File: config.mk
export PLATFORM = sky130hd
export DESIGN_NAME = instr_encoder
export DESIGN_NICKNAME = d
export VERILOG_FILES = /design/src/rtl/arm_isa_pkg.sv /design/src/rtl/instr_encoder_imm_rot_check.sv /design/src/rtl/instr_encoder.sv
export SDC_FILE = /design/constraint.sdc
export NUM_CORES = 1
export LEC_CHECK = 0
export ABC_AREA = 0
export CAP_MARGIN = 30
export CORE_ASPECT_RATIO = 1.1
export CORE_UTILIZATION = 54
export DETAILED_ROUTE_END_ITERATION = 16
export GPL_TIMING_DRIVEN = 0
export PLACE_DENSITY = 0.78
export SLEW_MARGIN = 10
export SYNTH_ARGS = -nofsm -noshare
export SYNTH_HDL_FRONTEND = slang
export SYNTH_SLANG_ARGS = --single-unit
File: constraint.sdc
create_clock -name clk -period 3.8 [get_ports clk]
set_input_delay 0.57 -clock clk [delete_from_list [all_inputs] [get_ports clk]]
set_output_delay 0.57 -clock clk [all_outputs]
set_load 0.02 [all_outputs]
File: src/rtl/arm_isa_pkg.sv
// Shared ARM ISA field constants, encoder state and word-assembly helpers.
// The instruction decoder imports the same package.
`timescale 1ns/1ps
package arm_isa_pkg;

  typedef enum logic [1:0] {
    CLS_DP_IMMSH = 2'd0,
    CLS_DP_REGSH = 2'd1,
    CLS_DP_IMM   = 2'd2,
    CLS_MUL      = 2'd3
  } instr_class_e;

  localparam logic [3:0] OP_AND = 4'h0;
  localparam logic [3:0] OP_EOR = 4'h1;
  localparam logic [3:0] OP_SUB = 4'h2;
  localparam logic [3:0] OP_RSB = 4'h3;
  localparam logic [3:0] OP_ADD = 4'h4;
  localparam logic [3:0] OP_ADC = 4'h5;
  localparam logic [3:0] OP_SBC = 4'h6;
  localparam logic [3:0] OP_RSC = 4'h7;
  localparam logic [3:0] OP_TST = 4'h8;
  localparam logic [3:0] OP_TEQ = 4'h9;
  localparam logic [3:0] OP_CMP = 4'hA;
  localparam logic [3:0] OP_CMN = 4'hB;
  localparam logic [3:0] OP_ORR = 4'hC;
  localparam logic [3:0] OP_MOV = 4'hD;
  localparam logic [3:0] OP_BIC = 4'hE;
  localparam logic [3:0] OP_MVN = 4'hF;

  localparam logic [1:0] SH_LSL = 2'd0;
  localparam logic [1:0] SH_LSR = 2'd1;
  localparam logic [1:0] SH_ASR = 2'd2;
  localparam logic [1:0] SH_ROR = 2'd3;

  localparam logic [2:0] MUL_MUL   = 3'b000;
  localparam logic [2:0] MUL_MLA   = 3'b001;
  localparam logic [2:0] MUL_RSV2  = 3'b010;
  localparam logic [2:0] MUL_RSV3  = 3'b011;
  localparam logic [2:0] MUL_UMULL = 3'b100;
  localparam logic [2:0] MUL_UMLAL = 3'b101;
  localparam logic [2:0] MUL_SMULL = 3'b110;
  localparam logic [2:0] MUL_SMLAL = 3'b111;

  localparam logic [3:0] MUL_SIG = 4'b1001;

  typedef enum logic [1:0] {
    ST_IDLE   = 2'd0,
    ST_SEARCH = 2'd1,
    ST_OUT    = 2'd2
  } enc_state_e;

  typedef struct packed {
    instr_class_e cls;
    logic [3:0]   cond;
    logic [3:0]   opcode;
    logic         s_bit;
    logic [3:0]   rn;
    logic [3:0]   rd;
    logic [3:0]   rm;
    logic [3:0]   rs;
    logic [1:0]   shift_type;
    logic [4:0]   shift_imm;
    logic [31:0]  imm_value;
    logic [2:0]   mul_op;
  } enc_req_t;

  function automatic logic mul_op_reserved(input logic [2:0] op);
    return op[2:1] == 2'b01;
  endfunction

  // TST/TEQ/CMP/CMN always set flags and have no destination; MOV/MVN have no Rn.
  function automatic logic [31:0] encode_dp(input enc_req_t q, input logic [3:0] rot,
                                            input logic [7:0] imm8);
    logic [3:0]  rn_f;
    logic [3:0]  rd_f;
    logic        s_f;
    logic [11:0] op2;
    rn_f = q.rn;
    rd_f = q.rd;
    s_f  = q.s_bit;
    if (q.opcode[3:2] == 2'b10) begin
      s_f  = 1'b1;
      rd_f = '0;
    end
    if (q.opcode == OP_MOV || q.opcode == OP_MVN) rn_f = '0;
    case (q.cls)
      CLS_DP_REGSH: op2 = {q.rs, 1'b0, q.shift_type, 1'b1, q.rm};
      CLS_DP_IMM:   op2 = {rot, imm8};
      default:      op2 = {q.shift_imm, q.shift_type, 1'b0, q.rm};
    endcase
    return {q.cond, 2'b00, (q.cls == CLS_DP_IMM), q.opcode, s_f, rn_f, rd_f, op2};
  endfunction

  function automatic logic [31:0] encode_mul(input enc_req_t q);
    return {q.cond, 4'b0000, q.mul_op, q.s_bit, q.rd, q.rn, q.rs, MUL_SIG, q.rm};
  endfunction

endpackage

File: src/rtl/instr_encoder_imm_rot_check.sv
// Tests one rotation candidate: does value ROL 2r fit in eight bits?
`timescale 1ns/1ps
module imm_rot_check (
  input  logic [31:0] value,
  input  logic [3:0]  r,
  output logic        match,
  output logic [7:0]  imm8
);

  logic [63:0] dbl;
  logic [31:0] v;

  // Rotating the doubled word avoids a 32-bit shift corner at r=0.
  always_comb begin
    dbl   = {value, value} << {r, 1'b0};
    v     = dbl[63:32];
    match = (v[31:8] == '0);
    imm8  = v[7:0];
  end

endmodule

File: src/rtl/instr_encoder.sv
// Encodes DP/multiply fields into a 32-bit ARM word; immediates are fitted to
// imm8/rotate by stepping one rotation candidate per cycle.
`timescale 1ns/1ps
module instr_encoder
  import arm_isa_pkg::*;
#(
  parameter int unsigned SEARCH_STEPS = 16
) (
  input  logic        clk,
  input  logic        rst,
  input  logic        in_valid,
  output logic        in_ready,
  input  logic [1:0]  in_class,
  input  logic [3:0]  cond,
  input  logic [3:0]  opcode,
  input  logic        s_bit,
  input  logic [3:0]  rn,
  input  logic [3:0]  rd,
  input  logic [3:0]  rm,
  input  logic [3:0]  rs,
  input  logic [1:0]  shift_type,
  input  logic [4:0]  shift_imm,
  input  logic [31:0] imm_value,
  input  logic [2:0]  mul_op,
  output logic        out_valid,
  input  logic        out_ready,
  output logic [31:0] out_instr,
  output logic        out_error
);

  localparam logic [3:0] R_LAST = 4'(SEARCH_STEPS - 1);

  enc_state_e  state_q;
  enc_req_t    req_d;
  enc_req_t    req_q;
  logic [3:0]  r_q;
  logic        out_valid_q;
  logic        out_error_q;
  logic [31:0] out_instr_q;
  logic        rot_match;
  logic [7:0]  rot_imm8;

  always_comb begin
    req_d            = '0;
    req_d.cls        = instr_class_e'(in_class);
    req_d.cond       = cond;
    req_d.opcode     = opcode;
    req_d.s_bit      = s_bit;
    req_d.rn         = rn;
    req_d.rd         = rd;
    req_d.rm         = rm;
    req_d.rs         = rs;
    req_d.shift_type = shift_type;
    req_d.shift_imm  = shift_imm;
    req_d.imm_value  = imm_value;
    req_d.mul_op     = mul_op;
  end

  imm_rot_check u_rot (
    .value (req_q.imm_value),
    .r     (r_q),
    .match (rot_match),
    .imm8  (rot_imm8)
  );

  always_ff @(posedge clk) begin
    if (rst) begin
      state_q     <= ST_IDLE;
      req_q       <= '0;
      r_q         <= '0;
      out_valid_q <= 1'b0;
      out_error_q <= 1'b0;
      out_instr_q <= '0;
    end else begin
      unique case (state_q)
        ST_IDLE: begin
          if (in_valid) begin
            req_q <= req_d;
            r_q   <= '0;
            if (req_d.cls == CLS_DP_IMM) begin
              state_q <= ST_SEARCH;
            end else begin
              state_q     <= ST_OUT;
              out_valid_q <= 1'b1;
              if (req_d.cls == CLS_MUL && mul_op_reserved(req_d.mul_op)) begin
                out_error_q <= 1'b1;
                out_instr_q <= '0;
              end else begin
                out_error_q <= 1'b0;
                out_instr_q <= (req_d.cls == CLS_MUL) ? encode_mul(req_d)
                                                      : encode_dp(req_d, '0, '0);
              end
            end
          end
        end
        ST_SEARCH: begin
          if (rot_match) begin
            state_q     <= ST_OUT;
            out_valid_q <= 1'b1;
            out_error_q <= 1'b0;
            out_instr_q <= encode_dp(req_q, r_q, rot_imm8);
          end else if (r_q == R_LAST) begin
            state_q     <= ST_OUT;
            out_valid_q <= 1'b1;
            out_error_q <= 1'b1;
            out_instr_q <= '0;
          end else begin
            r_q <= r_q + 4'd1;
          end
        end
        ST_OUT: begin
          if (out_ready) begin
            state_q     <= ST_IDLE;
            out_valid_q <= 1'b0;
          end
        end
        default: state_q <= ST_IDLE;
      endcase
    end
  end

  assign in_ready  = (state_q == ST_IDLE);
  assign out_valid = out_valid_q;
  assign out_error = out_error_q;
  assign out_instr = out_instr_q;

endmodule

Word level (Yosys, flattened, before mapping). Cells that the tools add are included.

Input bits: 73. Register bits: 106.

Multiplexer cells: 36. Reduce and logical (&&, ||, !) cells: 12. Equality and inequality tests: 21. Shift operators: 1. Add/subtract/negate cells: 1.

Operator list (number): $mux 32 (5); $pmux 32 s2 (1); $shl 64x5->64 (1); $mux 4 (7); $mux 25 (1); $logic_not 24->1 (1); $pmux 12 s2 (1); $eq 4x4->1 const B (5); $eq 2x2->1 const B (6); $mux 12 (1); $mux 1 (11); $mux 2 (5); $ne 2x2->1 const B (5); $eq 2x1->1 const B (4); $pmux 4 s2 (1); $reduce_and 4->1 (2); $pmux 2 s3 (1); $reduce_and 5->1 (1); $add 4x1->4 const B (1); $ne 3x3->1 const B (1); $pmux 1 s3 (1); $reduce_and 3->1 (1); $reduce_bool 3->1 (1); $logic_not 2->1 (1); other kinds (5) (6).

Longest topological paths before layout.
Depth in word-level cells: 8. Gate-level depth with buffers: 13. Mapped depth without buffers: 8.

Hierarchy. A second synthesis with hierarchy kept.

Cells, all modules: 740. Area, all modules: 5963.2 um^2.

Modules (own cells, without submodules): instr_encoder (area each 4426.7 um^2, times used 1, cells an instance 552); imm_rot_check (area each 1536.5 um^2, times used 1, cells an instance 188).

Worst setup path before layout. Ideal clock, no wire load.

Path kind: flip-flop to flip-flop. Start: register r_q[0]. End: register out_instr_q[16] (netlist: out_instr[16]). Cell stages (with the launch flop): 11. Arrival time: 2628 ps. Setup slack: 1081 ps. Library setup time: 91 ps. Buffers on the path: 2. Path through: dfxtp_1 buf_6 mux4_2 nor4_1 a31oi_1 nor4_1 a31oi_2 nor3_4 buf_6 nand3_1 a311oi_1.

Word-level cells in the longest chain between the ends: 4.

Ends and longest elaborated chain: from (decl) (RTL line instr_encoder.sv:36) `logic [3:0] r_q;`; from (signal assigned) (RTL line instr_encoder.sv:108) `r_q <= r_q + 4'd1;`; $shl 64x5->64 (RTL line instr_encoder_imm_rot_check.sv:15) `dbl = {value, value} << {r, 1'b0};`; $logic_not 24->1 (RTL line instr_encoder_imm_rot_check.sv:17) `match = (v[31:8] == '0);`; $ne 3x3->1 (no line) / $mux 32 (equally long branches); $reduce_and 4->1 (no line) / $pmux 32 s2 (equally long branches); to (signal assigned) (RTL line instr_encoder.sv:90) `out_instr_q <= (req_d.cls == CLS_MUL) ? encode_mul(req_d)`; to (signal assigned) (RTL line instr_encoder.sv:101) `out_instr_q <= encode_dp(req_q, r_q, rot_imm8);`; to (decl) (RTL line instr_encoder.sv:39) `logic [31:0] out_instr_q;`.

Several ways; a longest one is shown, not always the timed one. A chain may end at the register's enable or synchronous reset.

Worst setup path after layout.
Start: register r_q[1]. End: register out_instr_q[30] (netlist: out_instr[30]).

Same word-level chain as after synthesis.

==> results.yml <==
run_status:
  status: "complete, no violations"
detailed_routing:
  vias: 6629
  antenna_left: 0
  routed_wl_mm: 21.93
  drt_iter0_markers: 491
  routed_via_density: 6.436
  firstDrtPassIters: 5
  routedWlPerCell_um: 21.29
  drc: 0
global_routing:
  first_global_vias: 6566
  grt_use_total: 0.3733
  grt_max_degree: 19
  antenna_found_initial: 0
  grt_overflow_total: 0
  grt_pass1_wl_mm: 34.33
power:
  total_power_mw: 3.021
  ir_drop_mv: 0.2265
  powerDensity_nw_per_um2: 390.6
  power_leakage_nw: 2.764
clock_tree:
  cts.sinks: 104
  cts.path.max_buffers: 2
  clk_latency_ps: 350
  clkTransAtPathRegs_ps: 80
  cts_hold_buf: 0
  cts_root_buf: "clkbuf_16"
  numCtsBuffers: 9
  postCtsSetupBuffers: 0
  cts_tree: "yes"
  h-tree-depth: 3
  ctsResizeCount: 0
setup_path:
  cp.required_ps: 4070
  cp.arrival_ps: 3890
  critPathTopFamily: "buffers and inverters"
  crit_type: "reg2reg"
  cp_slowest_cell: "clkbuf_1"
  end_kind: "flip-flop"
  cp_max_fo: 10
  critPathLaunchType: "flip-flop"
  worst-path-buf-inv: 4
  crit_path_max_incr_delay_ps: 530
  path_cells: "buf_6 -> buf_6 -> buf_2 -> mux4_2 -> mux2i_1 -> o311ai_0 -> nor4_2 -> o22ai_2 -> o21ai_2 -> clkbuf_1 -> a21oi_1 -> a211oi_1"
  ff2ff_setup_slack_ps: 180
  crit_top_cell: "buf_6"
floorplan:
  die_area_um2: 11900
  die_h_um: 114.3
  pin_count: 108
  coreArea_um2: 11060
  rows: 40
  start_util: 0.5597
  die_w_um: 104.1
yosys:
  synth_top_cell_area_share: 0.3363
  synthCells: 762
  synth-warning-count: 0
  yosysSeqAreaShare: 0.3363
  synth_area_leader_cell: "dfxtp_1"
  synth-seq-cells: 104
  syn_avg_cell_area_um2: 8.125
  synthTopCellsByCount: "nand2_1, a21oi_1, dfxtp_1"
  synth_most_common_cell: "nand2_1"
  synth_ff_type: "dfxtp_1"
  synth_edf_count: 0
  synth_area_leaders: "dfxtp_1, mux4_2, nand2_1"
  synthArstFlopShare: 0
  syn_area_um2: 6191
  ys_types: 61
timing:
  finClkSkew_ps: 7.657
  clock.fmax_mhz: 276.0
  hold_violations: 0
  slew_headroom: 0.4786
  worst_slew_pin_slew_ps: 782.2
  rsz0062_at_grt: "false"
  period_needed_ps: 3624
  setup_viol: 0
  tns_ps: 0
  slew_violations: 0
  fin_crit_sh: 0.9536
finish:
  area_growth_pct: 24.92
  diodes: 0
  nFillCells: 921
  layout.nets: 954
  finalInstanceArea_um2: 7734
  drive_above_1_share: 0.1031
placement:
  place_area_um2: 7420
  gp_congestion: 1.023
  port_buffers: 104
  hpwl_mm: 16.29
job:
  max-cap-violations: 0
min_path:
  hold_class: "reg2reg"
[cell families after synthesis]
logic type	synth area share
AOI/OAI and AO/OA	0.2330
xor gates and xnor gates	0.002830
adders and majority gates	0.006064
buffers and inverters	0.06488
DFF	0.3363
muxes	0.1508
other	0.0006057
and+or+nand+nor	0.2055
[through the flow]
| stage | instances | util | setup slack [ps] | hold slack [ps] |
|---|---|---|---|---|
| floorplan | 763 | - | 1081 | 435.7 |
| global placement | 1014 | 0.6708 | 325.6 | 442.9 |
| detailed placement | 1014 | 0.6708 | 293.8 | 447.2 |
| CTS | 1030 | 0.6992 | 272.3 | 457.8 |
| global route | 1030 | 0.6992 | 9.613 | 477.6 |
| finish | 1030 | 0.6992 | 176.4 | 459.1 |
[power by group]
part | internal, mW | switching (mW) | total [mW]
Combinational | 0.335 | 0.413 | 0.748
Sequential | 1.18 | 0.0971 | 1.28
Clock | 0.539 | 0.458 | 0.997
[cells in the final DEF (no fill, tap or decap), types with 14 or more instances in the layout]
cell type,n
nor2_1,43
nor3_1,17
nand3_1,15
nand2_1,175
mux4_2,32
clkbuf_1,38
a22oi_1,16
inv_1,14
a21oi_1,104
dfxtp_1,104
clkdlybuf4s50_1,104
o21ai_0,14
a211oi_1,25
[area by class of cell]
class | count | area (um2) | area share
Sequential cell | 104 | 2082 | 0.2692
Clock inverter | 6 | 75.07 | 0.009707
Inverter | 16 | 60.06 | 0.007766
Multi-Input combinational cell | 575 | 3711 | 0.4799
Buffer | 68 | 341.6 | 0.04417
Timing Repair Buffer | 104 | 1041 | 0.1346
Tap cell | 147 | 183.9 | 0.02378
Clock buffer | 10 | 239.0 | 0.03090
[layer usage]
metal / track usage / wire length, um / vias up
li1: - / - / 2981
met1: 0.4143 / 7975 / 3129
met2: 0.6609 / 10650 / 410
met3: 0.05350 / 1723 / 109
met4: 0.2686 / 1581 / 0
met5: 0 / 0 / -
[registers in the layout, summed over array words and instances, names as in the netlist]
register / count
out_instr: 30
state_q: 2
r_q: 4
req_q: 66
out_valid: 1
out_error: 1
[tightest hold or removal path, delay by kind of cell, from the launching register on]
| family | cells | cell delay (ps) |
|---|---|---|
| flops | 1 | 310 |
| simple gates | 1 | 50 |
| compound gates | 1 | 50 |
[path summary, 6_finish.rpt]
path	to	cells past startpoint	from
worst max-delay path	out_instr[30]	12	r_q[1]
worst min-delay path	req_q[40]	2	req_q[40]
worst max register to register	out_instr[30]	12	r_q[1]
worst min register to register	req_q[40]	2	req_q[40]
Power figures use the tool's default switching activity.
